$ cat src/rtl/ysyx_24100006_wbu.sv
// Write-back unit: takes one executed instruction from EXU, waits for LSU
// read data on loads, formats it, then drives the register-file write port
// and a one-cycle commit pulse.
module ysyx_24100006_wbu #(
    parameter int unsigned ADDR_WIDTH = 5,
    parameter int unsigned DATA_WIDTH = 32
) (
    input  logic                  clk,
    input  logic                  reset,
    input  logic                  in_valid,
    output logic                  in_ready,
    input  logic [DATA_WIDTH-1:0] in_pc,
    input  logic [ADDR_WIDTH-1:0] in_rd,
    input  logic                  in_rd_wen,
    input  logic [DATA_WIDTH-1:0] in_alu_result,
    input  logic                  in_is_load,
    input  logic [2:0]            in_load_funct3,
    input  logic [1:0]            in_addr_lo,
    input  logic                  mem_rvalid,
    output logic                  mem_rready,
    input  logic [DATA_WIDTH-1:0] mem_rdata,
    output logic                  rf_wen,
    output logic [ADDR_WIDTH-1:0] rf_waddr,
    output logic [DATA_WIDTH-1:0] rf_wdata,
    output logic                  commit_valid,
    output logic [DATA_WIDTH-1:0] commit_pc
);

    localparam int unsigned BYTE_W = 8;
    localparam int unsigned HALF_W = 16;

    typedef enum logic [1:0] {
        IDLE     = 2'd0,
        WAIT_MEM = 2'd1,
        COMMIT   = 2'd2
    } state_t;

    state_t                state_q, state_d;
    logic [DATA_WIDTH-1:0] pc_q, pc_d;
    logic [ADDR_WIDTH-1:0] rd_q, rd_d;
    logic                  rd_wen_q, rd_wen_d;
    logic [2:0]            funct3_q, funct3_d;
    logic [1:0]            addr_lo_q, addr_lo_d;
    logic [DATA_WIDTH-1:0] result_q, result_d;

    logic                  in_ready_d, mem_rready_d, rf_wen_d, commit_valid_d;
    logic [ADDR_WIDTH-1:0] rf_waddr_d;
    logic [DATA_WIDTH-1:0] rf_wdata_d, commit_pc_d;

    // Align and extend a raw memory word according to the load type.
    function automatic logic [DATA_WIDTH-1:0] fmt(
        input logic [2:0]            f3,
        input logic [1:0]            alo,
        input logic [DATA_WIDTH-1:0] rdata
    );
        logic [BYTE_W-1:0] b;
        logic [HALF_W-1:0] h;
        case (alo)
            2'd0:    b = rdata[7:0];
            2'd1:    b = rdata[15:8];
            2'd2:    b = rdata[23:16];
            default: b = rdata[31:24];
        endcase
        h = alo[1] ? rdata[31:16] : rdata[15:0];
        case (f3)
            3'b000:  fmt = {{(DATA_WIDTH-BYTE_W){b[BYTE_W-1]}}, b};
            3'b001:  fmt = {{(DATA_WIDTH-HALF_W){h[HALF_W-1]}}, h};
            3'b100:  fmt = {{(DATA_WIDTH-BYTE_W){1'b0}}, b};
            3'b101:  fmt = {{(DATA_WIDTH-HALF_W){1'b0}}, h};
            default: fmt = rdata;
        endcase
    endfunction

    // Next-state, field capture and next registered-output values.
    always_comb begin
        state_d   = state_q;
        pc_d      = pc_q;
        rd_d      = rd_q;
        rd_wen_d  = rd_wen_q;
        funct3_d  = funct3_q;
        addr_lo_d = addr_lo_q;
        result_d  = result_q;

        case (state_q)
            IDLE: begin
                if (in_valid) begin
                    pc_d      = in_pc;
                    rd_d      = in_rd;
                    rd_wen_d  = in_rd_wen;
                    funct3_d  = in_load_funct3;
                    addr_lo_d = in_addr_lo;
                    result_d  = in_alu_result;
                    state_d   = in_is_load ? WAIT_MEM : COMMIT;
                end
            end
            WAIT_MEM: begin
                if (mem_rvalid) begin
                    result_d = fmt(funct3_q, addr_lo_q, mem_rdata);
                    state_d  = COMMIT;
                end
            end
            COMMIT:  state_d = IDLE;
            default: state_d = IDLE;
        endcase

        in_ready_d     = (state_d == IDLE);
        mem_rready_d   = (state_d == WAIT_MEM);
        commit_valid_d = (state_d == COMMIT);
        rf_wen_d       = commit_valid_d && rd_wen_d && (rd_d != '0);
        rf_waddr_d     = commit_valid_d ? rd_d : '0;
        rf_wdata_d     = commit_valid_d ? result_d : '0;
        commit_pc_d    = commit_valid_d ? pc_d : '0;
    end

    // State, latched fields and registered outputs.
    always_ff @(posedge clk) begin
        if (reset) begin
            state_q      <= IDLE;
            pc_q         <= '0;
            rd_q         <= '0;
            rd_wen_q     <= 1'b0;
            funct3_q     <= '0;
            addr_lo_q    <= '0;
            result_q     <= '0;
            in_ready     <= 1'b1;
            mem_rready   <= 1'b0;
            rf_wen       <= 1'b0;
            rf_waddr     <= '0;
            rf_wdata     <= '0;
            commit_valid <= 1'b0;
            commit_pc    <= '0;
        end else begin
            state_q      <= state_d;
            pc_q         <= pc_d;
            rd_q         <= rd_d;
            rd_wen_q     <= rd_wen_d;
            funct3_q     <= funct3_d;
            addr_lo_q    <= addr_lo_d;
            result_q     <= result_d;
            in_ready     <= in_ready_d;
            mem_rready   <= mem_rready_d;
            rf_wen       <= rf_wen_d;
            rf_waddr     <= rf_waddr_d;
            rf_wdata     <= rf_wdata_d;
            commit_valid <= commit_valid_d;
            commit_pc    <= commit_pc_d;
        end
    end

endmodule

$ cat config.mk
export PLATFORM = sky130hd
export DESIGN_NAME = ysyx_24100006_wbu
export DESIGN_NICKNAME = d
export VERILOG_FILES = /design/src/rtl/ysyx_24100006_wbu.sv
export SDC_FILE = /design/constraint.sdc
export NUM_CORES = 1
export LEC_CHECK = 0
export CAP_MARGIN = 10
export CORE_UTILIZATION = 41
export CTS_CLUSTER_DIAMETER = 80
export DETAILED_ROUTE_END_ITERATION = 10
export PLACE_DENSITY = 0.76
export SYNTH_ARGS = -nofsm -noshare
export SYNTH_HDL_FRONTEND = slang
export SYNTH_SLANG_ARGS = --single-unit
$ cat constraint.sdc
create_clock -name clk -period 1.7 [get_ports clk]
set_input_delay 0.255 -clock clk [delete_from_list [all_inputs] [get_ports clk]]
set_output_delay 0.255 -clock clk [all_outputs]
set_load 0.01 [all_outputs]
-- Yosys cells after proc, flatten, opt, wreduce, memory -nomap -nowiden
Index checks and enable logic that the tools add are counted.
Widths: inputs -> output; s select.
- output and inout bits: 73
- logic and storage cells: 48
- bits of input ports: 112
- flip-flop bits (word level): 150
- bitwise gates (word level): 1
- equal/unequal tests: 8
- reductions and logical operators: 9
- mux-type cells: 16
- operators with widths (cell ; count):
    $mux 32 ; 4
    $pmux 32 s4 ; 1
    $pmux 32 s2 ; 1
    $pmux 8 s3 ; 1
    $mux 16 ; 1
    $mux 5 ; 2
    $eq 2x1->1 const B ; 3
    $eq 3x3->1 const B ; 2
    $logic_not 2->1 ; 3
    $mux 2 ; 3
    $reduce_bool 5->1 ; 1
    $eq 2x2->1 const B ; 2
    $pmux 2 s2 ; 1
    $eq 3x1->1 const B ; 1
    $logic_not 3->1 ; 1
    $logic_and 1x1->1 ; 2
    $mux 1 ; 2
    $reduce_and 2->1 ; 1
    $reduce_or 2->1 ; 1
    $not 1->1 ; 1

-- Logic depth before layout (Yosys ltp)
Gate-level depths: netlist (run 1).
- depth after elaboration: 6
- depth in mapped cells: 9
- gate-level depth less buffers: 6

-- Least setup slack after synthesis (run 1)
Ideal clock, no wire load.
- path type: reg-to-reg
- start point: reg addr_lo_q[1]
- end point: reg result_q[20]
- cell stages (with the launch flop): 7
- arrival time: 1.597 ns
- setup time: 0.128 ns
- path slack: -0.024 ns
- path buffers: 1
- period minus slack after synthesis: 1.724 ns
- cell sequence: dfxtp_1 -> mux2_2 -> a21oi_1 -> a221oi_4 -> buf_6 -> a222oi_1 -> nor2_1
- cells in the longest elaborated chain, start to end: 5
- ends and longest elaborated chain (element ; RTL line ; RTL):
    start: declaration ; 43 ; logic [1:0] addr_lo_q, addr_lo_d;
    start signal: assignment ; 138 ; addr_lo_q <= addr_lo_d;
    $eq 2x2->1 (tied with other cells) ; 58 ; case (alo)
    $pmux 8 s3 ; 58 ;
    $pmux 32 s4 (*) ; 65 ; case (f3)
    $mux 32 (*) ; 97 ; if (mem_rvalid) begin
    $pmux 32 s2 (*) ; 84 ; case (state_q)
    end signal: assignment ; 139 ; result_q <= result_d;
    end: declaration ; 44 ; logic [DATA_WIDTH-1:0] result_q, result_d;
Mark *: on every way between the ends. The rest lies on a longest branch, timed or not.
A chain may end at the register's enable or synchronous reset.

-- Final worst setup path (run 1)
- start point: reg addr_lo_q[1]
- end point: reg result_q[17]
The elaborated chain is that of the path after synthesis.

==> results of run 1 <==
power by group:
| part | switching, mW | total [mW] | internal [mW] |
|---|---|---|---|
| registers | 0.0907 | 3.80 | 3.71 |
| logic | 0.650 | 1.39 | 0.736 |
| clock network | 1.45 | 3.54 | 2.09 |
routing by layer:
layer  vias to the layer above  wire (microns)  GRT usage (%)
met5                         -               0              0
met4                         0             681           14.4
met3                        50            1060           5.65
met2                       219            8250           39.6
met1                      2499            7170           30.0
li1                       2558               -              -
worst paths after layout:
check                               endpoint  slack (ns)  depth (start not counted)
worst max register to register  result_q[17]       -0.16                          6
worst max-delay path            result_q[17]       -0.16                          6
worst min register to register      pc_q[15]        0.45                          2
worst min-delay path            result_q[30]        0.11                          2
stage by stage:
step / total power, mW / hold WS [ns] / std cells / util, %
6_report: 8.72 / 0.113 / 1017 / 65.3
5_1_grt: 9.04 / 0.131 / 1017 / 65.3
4_1_cts: 8.72 / 0.105 / 1014 / 64.6
3_5_place_dp: 5.16 / 0.445 / 979 / 59.7
3_3_place_gp: 5.12 / 0.441 / 979 / 59.7
2_1_floorplan: 4.47 / 0.383 / 618 / -
cells by family (layout without fill, tap and decap cells):
| family | after synthesis | in the layout | synth area share (%) |
|---|---|---|---|
| AND/OR/NAND/NOR | 244 | 244 | 20.4 |
| flip-flops | 150 | 150 | 53.4 |
| AO/OA/AOI/OAI | 145 | 145 | 17.5 |
| buffers and inverters | 56 | 279 | 4.21 |
| multiplexers | 23 | 23 | 4.47 |
layout make-up:
type | count | area share (%)
inverters | 11 | 0.476
clock buffers | 21 | 5.30
flip-flops and latches | 150 | 34.7
repair buffers | 236 | 27.1
multi-input cells | 412 | 28.7
well taps | 176 | 2.54
clock inverters | 11 | 1.15
cells in the final DEF (no fill, tap or decap), types with 3 or more instances in the layout:
master	count
clkbuf_16	17
inv_2	3
nor2_1	61
o21ai_2	5
a211oi_1	3
a22oi_1	9
nand2b_1	18
nand3_1	6
a222oi_1	14
and3_1	7
buf_4	41
clkinv_2	4
and2_1	38
o2bb2ai_1	6
mux2_2	7
o22ai_1	9
o211a_1	6
a21oi_2	7
nor3_1	6
clkdlybuf4s50_1	183
o21ai_0	14
nand3b_1	4
a21oi_1	42
mux2i_1	14
buf_12	10
dfxtp_1	147
a211oi_2	4
inv_1	7
nand2_1	90
o21ai_1	5
a221oi_1	7
critical path: cells and delay by family (launching register included):
family          cells  cell delay, ns
flops               1            0.37
compound gates      2            0.48
buf+inv             1            0.17
mux                 1            0.54
simple gates        2            0.18
flip-flops by register name, summed over array words and instances, names as in the netlist:
name,cells
rf_waddr,5
mem_rready,1
state_q,2
pc_q,32
addr_lo_q,2
rf_wdata,32
rd_q,5
commit_valid,1
funct3_q,3
rf_wen,1
in_ready,1
result_q,32
rd_wen_q,1
commit_pc,32
timing repair:
item	CTS	global route
buffers inserted	3	3
setup endpoints to repair	83	94
gates resized for setup	20	18
hold buffers	0	0
pin swaps	9	19
==> results by group, run 1 <==
Routing
  – WL/cell: 16.9 microns
  – Antenna-violating nets left: 0
  – Vias: 5326
  – Via/cell ratio: 5.24
  – DRC: 0
  – 1st-iter DRT viols: 390
  – Total Wirelength: 17200 microns
  – DR pass1 iterations: 6

Floorplan
  – Die ar.: 14200 sq um
  – # IOs: 185
  – Row count: 42
  – Die Wd: 119 microns
  – Die height: 119 microns
  – Starting Density: 42.3%
  – Core footprint: 13300 sq um

Placement
  – Area after DPL: 7930 sq um
  – Buffers on Ports: 184
  – Dpl hpwl: 12400 microns
  – GPL Wtd Cong: 0.902
  – Setup slack at placement: -0.571 ns

Cells and area
  – Layout Nets: 940
  – Register Area: 3010 sq um
  – Ant diodes: 0
  – Area occupied by multi-input gates: 2490 sq um
  – Design area: 8680 sq um
  – Area grow syn2layout: 54.4%
  – Layout cell share with drive strength beyond 1: 14.6%
  – Layout fillers: 1054

Global route
  – Wire length of the first global-routing pass: 27100 microns
  – Vias in the first global route: 5296
  – Grt total ovfl: 0
  – All-layer global routing usage: 24.6%
  – Largest net degree at the start of global routing: 41
  – Initial antenna violation count: 0

Power
  – Pwr dens: 1010 nW/um^2
  – Peak supply drop: 0.653 mV
  – LEAKAGE: 3.40 nW

Yosys
  – Synthesized Nets: 730
  – Cell with the most instances after synthesis: dfxtp_1
  – Number of synthesized flops with an enable pin: 0
  – Seq/Total Area, Yosys: 53.4%
  – Register bit total from synthesis: 150
  – Synth area leader: dfxtp_1
  – Syn avg cell area: 9.10 sq um
  – Yosys warning total: 0
  – Share of synthesized registers carrying an async set or reset: 0%
  – Cell variety after synth: 46
  – Main synth FF type: dfxtp_1
  – Gate Count Post-Synth: 618
  – Post-synthesis cell area: 5620 sq um
  – Synth top area share: 53.4%
  – Synth cell count leaders: 150 x dfxtp_1, 90 x nand2_1, 61 x nor2_1
  – Ranking of synthesized cells by area: dfxtp_1 53%, nand2_1 6.0%, a21oi_1 4.5%, and2_1 4.2%, nor2_1 4.1%

STA
  – Final Setup Violations: 43
  – Final worst-path cycle share: 110%
  – Final worst-path setup slack: -0.164 ns
  – Worst slew pin tran: 0.444 ns
  – Final Hold Fails: 0
  – RSZ-0062 raised after global routing: true
  – TNS Setup: -4.47 ns
  – Pins Over Slew Limit: 0
  – Fin crit period: 1.86 ns
  – Worst slew margin: 70.4%
  – Worst clock skew: 0.00701 ns
  – FMAX: 536 MHz

Critical path
  – Crit Path Max Fanout: 15
  – Crit-path cells: mux4_2 -> nand2b_4 -> a221oi_4 -> buf_12 -> a222oi_1 -> nor2_1
  – Worst setup SP type: flop
  – CP endpoint kind: flop
  – Critical path arrival: 2.16 ns
  – Slowest cell on crit path: mux4_2
  – Worst Path Required: 2.00 ns
  – Worst path max stage delay: 0.54 ns
  – R2R Path Start: addr_lo_q[1]
  – Critical Path Start: addr_lo_q[1]
  – Critical path type: flop to flop

Clock tree
  – Reg clk slew, reported paths: 0.06 ns
  – Sink Count: 150
  – Root Buffer: clkbuf_16
  – H-Tree Depth: 4
  – CTS tree: done
  – Clk Latency, worst-skew pair: 0.42 ns
  – TritonCTS buffer count: 17
  – Maximum root-to-sink buffer count: 2

Hold path
  – Hold/Removal Path Class: input port to flop
  – Hold path start: reset

Status
  – Status: finished, violations left
  – Failing checks: setup timing

Flow run
  – Max Cap Viol: 0
Power figures use the tool's default switching activity.
==> run 2, diff against run 1 <==
--- a/config.mk
+++ b/config.mk
@@ -5,9 +5,8 @@
 export SDC_FILE = /design/constraint.sdc
 export NUM_CORES = 1
 export LEC_CHECK = 0
-export CAP_MARGIN = 10
 export CORE_UTILIZATION = 41
-export CTS_CLUSTER_DIAMETER = 80
+export CTS_CLUSTER_DIAMETER = 60
 export DETAILED_ROUTE_END_ITERATION = 10
 export PLACE_DENSITY = 0.76
 export SYNTH_ARGS = -nofsm -noshare
==> results of run 2 <==
Same layout as run 1: the final DEF is identical, and so are final timing and power.
==> run 3, diff against run 2 <==
--- a/config.mk
+++ b/config.mk
@@ -7,6 +7,7 @@
 export LEC_CHECK = 0
 export CORE_UTILIZATION = 41
 export CTS_CLUSTER_DIAMETER = 60
+export CTS_CLUSTER_SIZE = 25
 export DETAILED_ROUTE_END_ITERATION = 10
 export PLACE_DENSITY = 0.76
 export SYNTH_ARGS = -nofsm -noshare
==> results of run 3 <==
Same layout as run 1: the final DEF is identical, and so are final timing and power.
